[src/rtl/spi_flash_responder_if.sv]
// SPI flash link plus backing-memory read port of the flash responder.
interface spi_flash_responder_if #(
    parameter int unsigned MEM_ADDRESS_SIZE = 9
);
    logic                        flash_csb;
    logic                        flash_sck;
    logic                        flash_io0_write;
    logic                        flash_io1_write;
    logic                        flash_io1_we;
    logic                        mem_csb;
    logic [MEM_ADDRESS_SIZE-1:0] mem_addr;
    logic [31:0]                 mem_dout;

    // Controller / memory side
    modport master (
        output flash_csb, flash_sck, flash_io0_write, mem_dout,
        input  flash_io1_write, flash_io1_we, mem_csb, mem_addr
    );

    // Responder (device) side
    modport slave (
        input  flash_csb, flash_sck, flash_io0_write, mem_dout,
        output flash_io1_write, flash_io1_we, mem_csb, mem_addr
    );
endinterface

[src/rtl/spi_flash_responder.sv]
// SPI flash responder: serves READ (0x03) and RELEASE POWER-DOWN (0xAB) from a
// word-wide memory, oversampling csb/sck/io0 in the clk domain.
// Optional macro FAST_READ_EN adds FAST READ (0x0B) with 8 dummy clocks.
// MEM_ADDRESS_SIZE must be >= 6 so the address shifter also holds a command byte.
module spi_flash_responder #(
    parameter int unsigned MEM_ADDRESS_SIZE = 9,
    parameter int unsigned SYNC_STAGES      = 2
) (
    input  logic                  clk,
    input  logic                  rst_n,
    spi_flash_responder_if.slave  bus,
    output logic                  active,
    output logic                  cmd_error
);
    localparam int unsigned AW = MEM_ADDRESS_SIZE;
    localparam int unsigned BW = MEM_ADDRESS_SIZE + 2;

    typedef enum logic [2:0] {
        S_IDLE    = 3'd0,
        S_COMMAND = 3'd1,
        S_ADDRESS = 3'd2,
`ifdef FAST_READ_EN
        S_DUMMY   = 3'd5,
`endif
        S_DATA    = 3'd3,
        S_IGNORE  = 3'd4
    } state_t;

    logic [SYNC_STAGES-1:0] csb_sync, sck_sync, io0_sync;
    logic                   csb_s, sck_s, io0_s, sck_d, rise, fall;

    state_t         state, state_n;
    logic [4:0]     bit_cnt, bit_cnt_n;
    logic [BW-2:0]  shift_q, shift_n;
    logic [BW-1:0]  full_in;
    logic [BW-1:0]  byte_addr, byte_addr_n, next_addr;
    logic [31:0]    word_q, word_n;
    logic [7:0]     sr, sr_n;
    logic           io1_q, io1_n, io1_we_q, io1_we_n;
    logic           mem_csb_q, mem_csb_n, load_now;
    logic [AW-1:0]  mem_addr_q, mem_addr_n;
    logic           cmd_err_n;
`ifdef FAST_READ_EN
    logic           fast, fast_n;
`endif

    function automatic logic [7:0] lane_of(input logic [31:0] w, input logic [1:0] l);
        case (l)
            2'd0:    return w[7:0];
            2'd1:    return w[15:8];
            2'd2:    return w[23:16];
            default: return w[31:24];
        endcase
    endfunction

    assign csb_s     = csb_sync[SYNC_STAGES-1];
    assign sck_s     = sck_sync[SYNC_STAGES-1];
    assign io0_s     = io0_sync[SYNC_STAGES-1];
    assign rise      = sck_s & ~sck_d;
    assign fall      = ~sck_s & sck_d;
    assign full_in   = {shift_q, io0_s};
    assign next_addr = byte_addr + BW'(1);

    assign bus.flash_io1_write = io1_q;
    assign bus.flash_io1_we    = io1_we_q;
    assign bus.mem_csb         = mem_csb_q;
    assign bus.mem_addr        = mem_addr_q;

    // Input synchronizers, sck edge history and registered csb-low indication
    always_ff @(posedge clk or negedge rst_n) begin
        if (!rst_n) begin
            csb_sync <= '1;
            sck_sync <= '0;
            io0_sync <= '0;
            sck_d    <= 1'b0;
            active   <= 1'b0;
        end else begin
            csb_sync <= {csb_sync[SYNC_STAGES-2:0], bus.flash_csb};
            sck_sync <= {sck_sync[SYNC_STAGES-2:0], bus.flash_sck};
            io0_sync <= {io0_sync[SYNC_STAGES-2:0], bus.flash_io0_write};
            sck_d    <= sck_s;
            active   <= ~csb_s;
        end
    end

    // State and datapath registers
    always_ff @(posedge clk or negedge rst_n) begin
        if (!rst_n) begin
            state      <= S_IDLE;
            bit_cnt    <= '0;
            shift_q    <= '0;
            byte_addr  <= '0;
            word_q     <= '0;
            sr         <= '0;
            io1_q      <= 1'b0;
            io1_we_q   <= 1'b0;
            mem_csb_q  <= 1'b1;
            mem_addr_q <= '0;
            load_now   <= 1'b0;
            cmd_error  <= 1'b0;
`ifdef FAST_READ_EN
            fast       <= 1'b0;
`endif
        end else begin
            state      <= state_n;
            bit_cnt    <= bit_cnt_n;
            shift_q    <= shift_n;
            byte_addr  <= byte_addr_n;
            word_q     <= word_n;
            sr         <= sr_n;
            io1_q      <= io1_n;
            io1_we_q   <= io1_we_n;
            mem_csb_q  <= mem_csb_n;
            mem_addr_q <= mem_addr_n;
            load_now   <= ~mem_csb_q;
            cmd_error  <= cmd_err_n;
`ifdef FAST_READ_EN
            fast       <= fast_n;
`endif
        end
    end

    // Next-state and next-value logic; csb high overrides every sck edge
    always_comb begin
        state_n     = state;
        bit_cnt_n   = bit_cnt;
        shift_n     = shift_q;
        byte_addr_n = byte_addr;
        word_n      = word_q;
        sr_n        = sr;
        io1_n       = io1_q;
        io1_we_n    = io1_we_q;
        mem_csb_n   = 1'b1;
        mem_addr_n  = mem_addr_q;
        cmd_err_n   = 1'b0;
`ifdef FAST_READ_EN
        fast_n      = fast;
`endif
        // Memory word arrives one clk after the strobe; latch it and its lane
        if (load_now) begin
            word_n = bus.mem_dout;
            sr_n   = lane_of(bus.mem_dout, byte_addr[1:0]);
        end

        if (csb_s) begin
            state_n   = S_IDLE;
            io1_we_n  = 1'b0;
            bit_cnt_n = '0;
        end else begin
            case (state)
                S_IDLE: begin
                    state_n   = S_COMMAND;
                    bit_cnt_n = '0;
                    shift_n   = '0;
`ifdef FAST_READ_EN
                    fast_n    = 1'b0;
`endif
                end
                S_COMMAND: if (rise) begin
                    shift_n   = full_in[BW-2:0];
                    bit_cnt_n = bit_cnt + 5'd1;
                    if (bit_cnt == 5'd7) begin
                        bit_cnt_n = '0;
                        case (full_in[7:0])
                            8'h03: state_n = S_ADDRESS;
`ifdef FAST_READ_EN
                            8'h0B: begin
                                state_n = S_ADDRESS;
                                fast_n  = 1'b1;
                            end
`endif
                            8'hAB: state_n = S_IGNORE;
                            default: begin
                                state_n   = S_IGNORE;
                                cmd_err_n = 1'b1;
                            end
                        endcase
                    end
                end
                S_ADDRESS: if (rise) begin
                    shift_n   = full_in[BW-2:0];
                    bit_cnt_n = bit_cnt + 5'd1;
                    if (bit_cnt == 5'd23) begin
                        bit_cnt_n   = '0;
                        byte_addr_n = full_in;
                        mem_csb_n   = 1'b0;
                        mem_addr_n  = full_in[BW-1:2];
`ifdef FAST_READ_EN
                        state_n     = fast ? S_DUMMY : S_DATA;
                        io1_we_n    = ~fast;
`else
                        state_n     = S_DATA;
                        io1_we_n    = 1'b1;
`endif
                    end
                end
`ifdef FAST_READ_EN
                S_DUMMY: if (rise) begin
                    bit_cnt_n = bit_cnt + 5'd1;
                    if (bit_cnt == 5'd7) begin
                        bit_cnt_n = '0;
                        state_n   = S_DATA;
                        io1_we_n  = 1'b1;
                    end
                end
`endif
                S_DATA: begin
                    if (fall) begin
                        io1_n = sr[7];
                        sr_n  = {sr[6:0], 1'b0};
                    end
                    // Byte sampled by the controller: advance, fetch only on lane wrap
                    if (rise) begin
                        bit_cnt_n = bit_cnt + 5'd1;
                        if (bit_cnt == 5'd7) begin
                            bit_cnt_n   = '0;
                            byte_addr_n = next_addr;
                            if (next_addr[1:0] == 2'd0) begin
                                mem_csb_n  = 1'b0;
                                mem_addr_n = next_addr[BW-1:2];
                            end else begin
                                sr_n = lane_of(word_q, next_addr[1:0]);
                            end
                        end
                    end
                end
                S_IGNORE: state_n = S_IGNORE;
                default:  state_n = S_IDLE;
            endcase
        end
    end
endmodule

[src/flat_wrapper.sv]
// flat-port wrapper written by rule: the top's interface ports become plain ports
module spi_flash_responder_flat 
#(
    parameter int unsigned MEM_ADDRESS_SIZE = 9,
    parameter int unsigned SYNC_STAGES      = 2
)
  (clk, rst_n, active, cmd_error, bus_flash_csb, bus_flash_sck, bus_flash_io0_write, bus_mem_dout, bus_flash_io1_write, bus_flash_io1_we, bus_mem_csb, bus_mem_addr);
  spi_flash_responder_if #(.MEM_ADDRESS_SIZE(MEM_ADDRESS_SIZE)) bus_i ();
  input  logic clk;
  input  logic rst_n;
  output logic active;
  output logic cmd_error;
  input wire logic [$bits(bus_i.flash_csb)-1:0] bus_flash_csb;
  input wire logic [$bits(bus_i.flash_sck)-1:0] bus_flash_sck;
  input wire logic [$bits(bus_i.flash_io0_write)-1:0] bus_flash_io0_write;
  input wire logic [$bits(bus_i.mem_dout)-1:0] bus_mem_dout;
  output wire logic [$bits(bus_i.flash_io1_write)-1:0] bus_flash_io1_write;
  output wire logic [$bits(bus_i.flash_io1_we)-1:0] bus_flash_io1_we;
  output wire logic [$bits(bus_i.mem_csb)-1:0] bus_mem_csb;
  output wire logic [$bits(bus_i.mem_addr)-1:0] bus_mem_addr;
  assign bus_i.flash_csb = bus_flash_csb;
  assign bus_i.flash_sck = bus_flash_sck;
  assign bus_i.flash_io0_write = bus_flash_io0_write;
  assign bus_i.mem_dout = bus_mem_dout;
  assign bus_flash_io1_write = bus_i.flash_io1_write;
  assign bus_flash_io1_we = bus_i.flash_io1_we;
  assign bus_mem_csb = bus_i.mem_csb;
  assign bus_mem_addr = bus_i.mem_addr;
  spi_flash_responder #(.MEM_ADDRESS_SIZE(MEM_ADDRESS_SIZE), .SYNC_STAGES(SYNC_STAGES)) u_core (.clk(clk), .rst_n(rst_n), .bus(bus_i), .active(active), .cmd_error(cmd_error));
endmodule
[config.mk]
export PLATFORM = sky130hd
export DESIGN_NAME = spi_flash_responder_flat
export DESIGN_NICKNAME = d
export VERILOG_FILES = /design/src/rtl/spi_flash_responder_if.sv /design/src/rtl/spi_flash_responder.sv /design/src/flat_wrapper.sv
export SDC_FILE = /design/constraint.sdc
export NUM_CORES = 1
export LEC_CHECK = 0
export ABC_AREA = 1
export CAP_MARGIN = 15
export CORE_MARGIN = 5
export CORE_UTILIZATION = 50
export CTS_BUF_LIST = sky130_fd_sc_hd__clkbuf_16
export CTS_CLUSTER_DIAMETER = 30
export DETAILED_ROUTE_END_ITERATION = 16
export MAX_ROUTING_LAYER = met4
export PLACE_DENSITY = 0.78
export SKIP_CTS_REPAIR_TIMING = 1
export SLEW_MARGIN = 30
export SYNTH_ARGS = -nofsm -noshare
export SYNTH_HDL_FRONTEND = slang
export SYNTH_SLANG_ARGS = --single-unit
[constraint.sdc]
create_clock -name clk -period 1.9 [get_ports clk]
set_input_delay 0.38 -clock clk [delete_from_list [all_inputs] [get_ports clk]]
set_output_delay 0.38 -clock clk [all_outputs]
set_load 0.005 [all_outputs]
After elaboration in Yosys (flattened, before gate mapping)
Index checks and enable logic that the tools add are counted.
Word-level totals
  register bits: 91
  latch bits: 0
  memory bits (writable): 0
  bits in read-only memories: 0
  bits of input ports: 37
  output and inout bits: 14
  logic and storage cells: 119
  memories: 0
Cells by class
  add/subtract/negate cells: 2
  multiply operators: 0
  div/mod/pow operators: 0
  $lt $le $gt $ge: 0
  equal/unequal tests: 24
  shift operators: 0
  mux-type cells: 51
  bitwise logic cells: 6
  reductions and logical operators: 19
Operators by type and width (number)
  $mux 8: 7
  $mux 9: 5
  $mux 11: 4
  $mux 5: 5
  $pmux 8 s3: 1
  $pmux 11 s2: 1
  $pmux 10 s2: 1
  $mux 3: 6
  $pmux 9 s2: 1
  $pmux 8 s2: 1
  $mux 1: 15
  $ne 3x1->1 const B: 5
  $pmux 3 s5: 1
  $pmux 5 s3: 1
  $ne 2x1->1 const B: 7
  $reduce_and 3->1: 4
  $add 11x1->11 const B: 1
  $mux 10: 1
  $reduce_bool 2->1: 5
  $eq 8x2->1 const B: 1
  $eq 8x8->1 const B: 1
  $reduce_and 7->1: 1
  $eq 3x2->1 const B: 2
  $reduce_and 6->1: 1
  other kinds (15): 24

Depth between registers and ports, before layout
  depth after elaboration: 9
  gate-level depth with buffers: 11
  gate-level depth less buffers: 11

Worst setup path after synthesis
Ideal clock, no wire load.
  path type: reg2reg
  start point: register u_core.byte_addr[0]
  end point: register u_core.sr[7]
  library setup time: 65 ps
  arrival time: 1544 ps
  data required time: 1835 ps
  slack: 291 ps
  stages on the path, launching flop included: 9
  buffers on the path: 1
  clock period less this slack: 1609 ps
  path through: dfrtp_1 inv_1 ha_1 buf_2 nor2_1 a21oi_1 o21ai_0 nand2_1 nand2_1
Between the ends
  cells in the longest elaborated chain, start to end: 9
  elaborated cells on any way between the ends: 16
  classes of those cells: add/sub (1); eq/ne (4); mux (9); reduce/logical (2)
RTL lines
  start, declared: RTL line spi_flash_responder.sv:36  | logic [BW-1:0] byte_addr, byte_addr_n, next_addr;
  start signal, assigned: RTL line spi_flash_responder.sv:108  | byte_addr <= byte_addr_n;
  branches (longest 8 deep; another with $add 11x1->11)
  $mux 8 (*): RTL line spi_flash_responder.sv:145  | if (csb_s) begin
  via u_core.sr_n[7]: RTL line spi_flash_responder.sv:38  | logic [7:0] sr, sr_n;
  end signal, assigned: RTL line spi_flash_responder.sv:110  | sr <= sr_n;
  end, declared: RTL line spi_flash_responder.sv:38
Mark *: on every way through the listed nets, which the timed path passes.
A chain may end at the register's enable or synchronous reset.

Worst setup path in the final report
  start point: register u_core.mem_csb_q, in the netlist u_core.bus.mem_csb
  end point: output port bus_mem_csb
RTL lines
  start, declared: RTL line spi_flash_responder.sv:40  | logic mem_csb_q, mem_csb_n, load_now;
  start signal, assigned: RTL line spi_flash_responder.sv:113  | mem_csb_q <= mem_csb_n;
  end, declared: RTL line flat_wrapper.sv:19  | output wire logic [$bits(bus_i.mem_csb)-1:0] bus_mem_csb;
No word-level cell between the ends.

==> run metrics <==
met1 WL 4870 um; Die Wd 106 um; Worst Path Max Fanout 2; minimum clock period 1.73 ns; nets 728; leading area contributor after synthesis dfrtp_1; Detailed Route Iter0 Violations 263; placer congestion estimate 0.927; largest net degree at the start of global routing 29; TritonCTS Sinks 83; number of synthesized flops with an enable pin 0; CTS buffer count 9; CP Capture Type output port; Util after Layout 60.8%; CP arrival 1.35 ns; Post-route DRC 0; asr flop ratio synth 100%; synthesized area 4600 um^2; P_leak 2.69 nW; internal power 3.73 mW; CP delay by family, top flip-flops; hpwl dp 8470 um; Pre-antenna DRT Iters 5; Starting Density 50.5%; CP cell instances clkdlybuf4s50_1; Fmax achieved 577 MHz; Top FF cell, synth dfrtp_1; DR WL met2 5790 um; startpoint types flop; final WL 11,600 um; crit path buf inv count 1; CTS tree built; switch share 35.6%; CP max-delay cell dfstp_2; Worst-Margin Slew 0.553 ns; Netlist cell types 32; Area contributors post-synth dfrtp_1 43%, nand2_1 23%, nand3_1 5.0%; fin crit share 91.2%; Slew HR 63.0%; top post-synthesis cells by count 277 x nand2_1, 80 x dfrtp_1, 46 x nand3_1, 44 x inv_1, 28 x a21oi_1; Setup CP Type reg2out; RSZ-0062 raised after global routing no; Worst IR Drop VDD 491 uV; Via density 5.38; initial antenna violation count 0; Root Buffer clkbuf_16; antenna viol nets, final 0; IO Count 51; Core Box Area 9110 um^2; max capacitance violation total 0; DIE AREA 11,200 um^2; max incr delay on CP 0.53 ns; first-pass GRT wire length 20,200 um; die height 106 um; Syn. warnings 0; Yosys reg bits 83; clk_skew 0.0106 ns; Max Root-Sink Buffers 2; n_diodes 0; post-synth top area share 43.5%; Hold/Removal Path Class reg2reg; part of the power in registers 42.7%; Via Count 4,312; gr ovfl total 0; Final Slew Violations 0; area added between synthesis and finish 20.4%; fillcell total 787; syn nets 674; sequential element share of the synthesized area 45.2%; pwr dens 1040 nW/um^2; Data required, critical path 1.52 ns; met3 WL 574 um; Total GRT Usage 22.8%; synthesized area per cell 7.28 um^2; Worst-Skew Late Latency 0.35 ns; Port-buffer cells 50; count of standard-cell rows 35; part of the power in combinational logic 28.8%; top-count cell post-synth nand2_1; H-tree levels 3; vias in the first global route 4,364; Clk pin slew, worst setup/hold paths 0.06 ns; post-synthesis cell count 632; layout cells sized above 1 11.1%; Sum Neg Setup Slack 0 ns; status completed; Setup violations, final 0; Psw 2.06 mW; WL/cell 14.4 um; Hold Vio Cnt, Final 0; clock network fraction of total power 28.4%; Highest Signal Layer met4
## power by group through the flow
| stage | Combinational, mW | Clock (mW) | Sequential [mW] |
|---|---|---|---|
| after floorplan | 1.20 | 0 | 2.40 |
| after global placement | 1.58 | 0 | 2.48 |
| after detailed placement | 1.64 | 0 | 2.49 |
| after CTS | 1.65 | 1.66 | 2.47 |
| after global routing | 1.92 | 1.75 | 2.51 |
| final | 1.67 | 1.64 | 2.47 |
## final timing paths
path,from,to,slack [ns],depth (start not counted)
hold reg to reg,u_core.sck_sync[0],u_core.sck_sync[1],0.36,0
min in group asynchronous,rst_n,u_core.word_q[12],0.50,2
max in group asynchronous,rst_n,u_core.bus.mem_csb,0.78,3
hold / removal,u_core.sck_sync[0],u_core.sck_sync[1],0.36,0
setup reg to reg,u_core.byte_addr[1],u_core.sr[7],0.17,7
setup / recovery,u_core.bus.mem_csb,bus_mem_csb,0.17,1
## area by class of cell
| class | instances | area (um^2) | area share [%] |
|---|---|---|---|
| tap | 111 | 139 | 2.51 |
| clock buffer | 9 | 225 | 4.06 |
| sequential | 83 | 2080 | 37.5 |
| clock inverter | 7 | 52.6 | 0.948 |
| multi-input combinational | 474 | 2210 | 39.9 |
| inverter | 53 | 206 | 3.73 |
| timing repair buffer | 65 | 626 | 11.3 |
## layout by cell type, fill, tap and decap left out, drive strengths merged
cell           synthesis  final
nand2                282    282
dfrtp                 80     80
inv                   51     54
nand3                 52     52
clkdlybuf4s50          0     49
o21ai                 46     46
nor2                  33     33
a21oi                 30     30
buf                   14     15
nand4                 10     10
or2                    9      9
clkbuf                 8      9
ha                     5      5
nor3                   4      4
clkinvlp               0      3
dfstp                  3      3
clkinv                 2      3
o211ai                 2      2
a31oi                  1      1
dlygate4sd3            0      1
## routing by layer
layer	track usage, %	vias to the layer above
met5	-	-
met1	27.0	2029
met2	39.0	133
met4	9.71	0
met3	3.22	35
li1	-	2115
## sequential cells by signal, indices dropped and copies added (netlist names), 2 cells and up
name                 count
u_core.io0_sync          2
u_core.sck_sync          2
u_core.byte_addr        11
u_core.bus.mem_addr      9
u_core.state             3
u_core.shift_q          10
u_core.sr                8
u_core.csb_sync          2
u_core.bit_cnt           5
u_core.word_q           24
## cell families (layout without fill, tap and decap cells)
logic type / Yosys count / count (layout) / share of synthesized area (%)
buf+inv: 75 / 134 / 7.28
simple gates: 390 / 390 / 37.0
flops: 83 / 83 / 45.2
fa+ha+maj: 5 / 5 / 1.36
compound gates: 79 / 79 / 9.13
## stage by stage
step | setup WS, ns | total power, mW | area, um^2 | std cells | hold slack, ns
after floorplan | 0.291 | 3.60 | 4600 | 632 | 0.0844
after global placement | 0.240 | 4.06 | 5230 | 785 | 0.324
after detailed placement | 0.173 | 4.13 | 5230 | 785 | 0.333
after CTS | 0.126 | 5.78 | 5510 | 801 | -0.0320
after global routing | 0.00559 | 6.19 | 5540 | 802 | 0.364
final | 0.166 | 5.79 | 5540 | 802 | 0.356
Note: power is estimated with default switching activity, not from simulation.
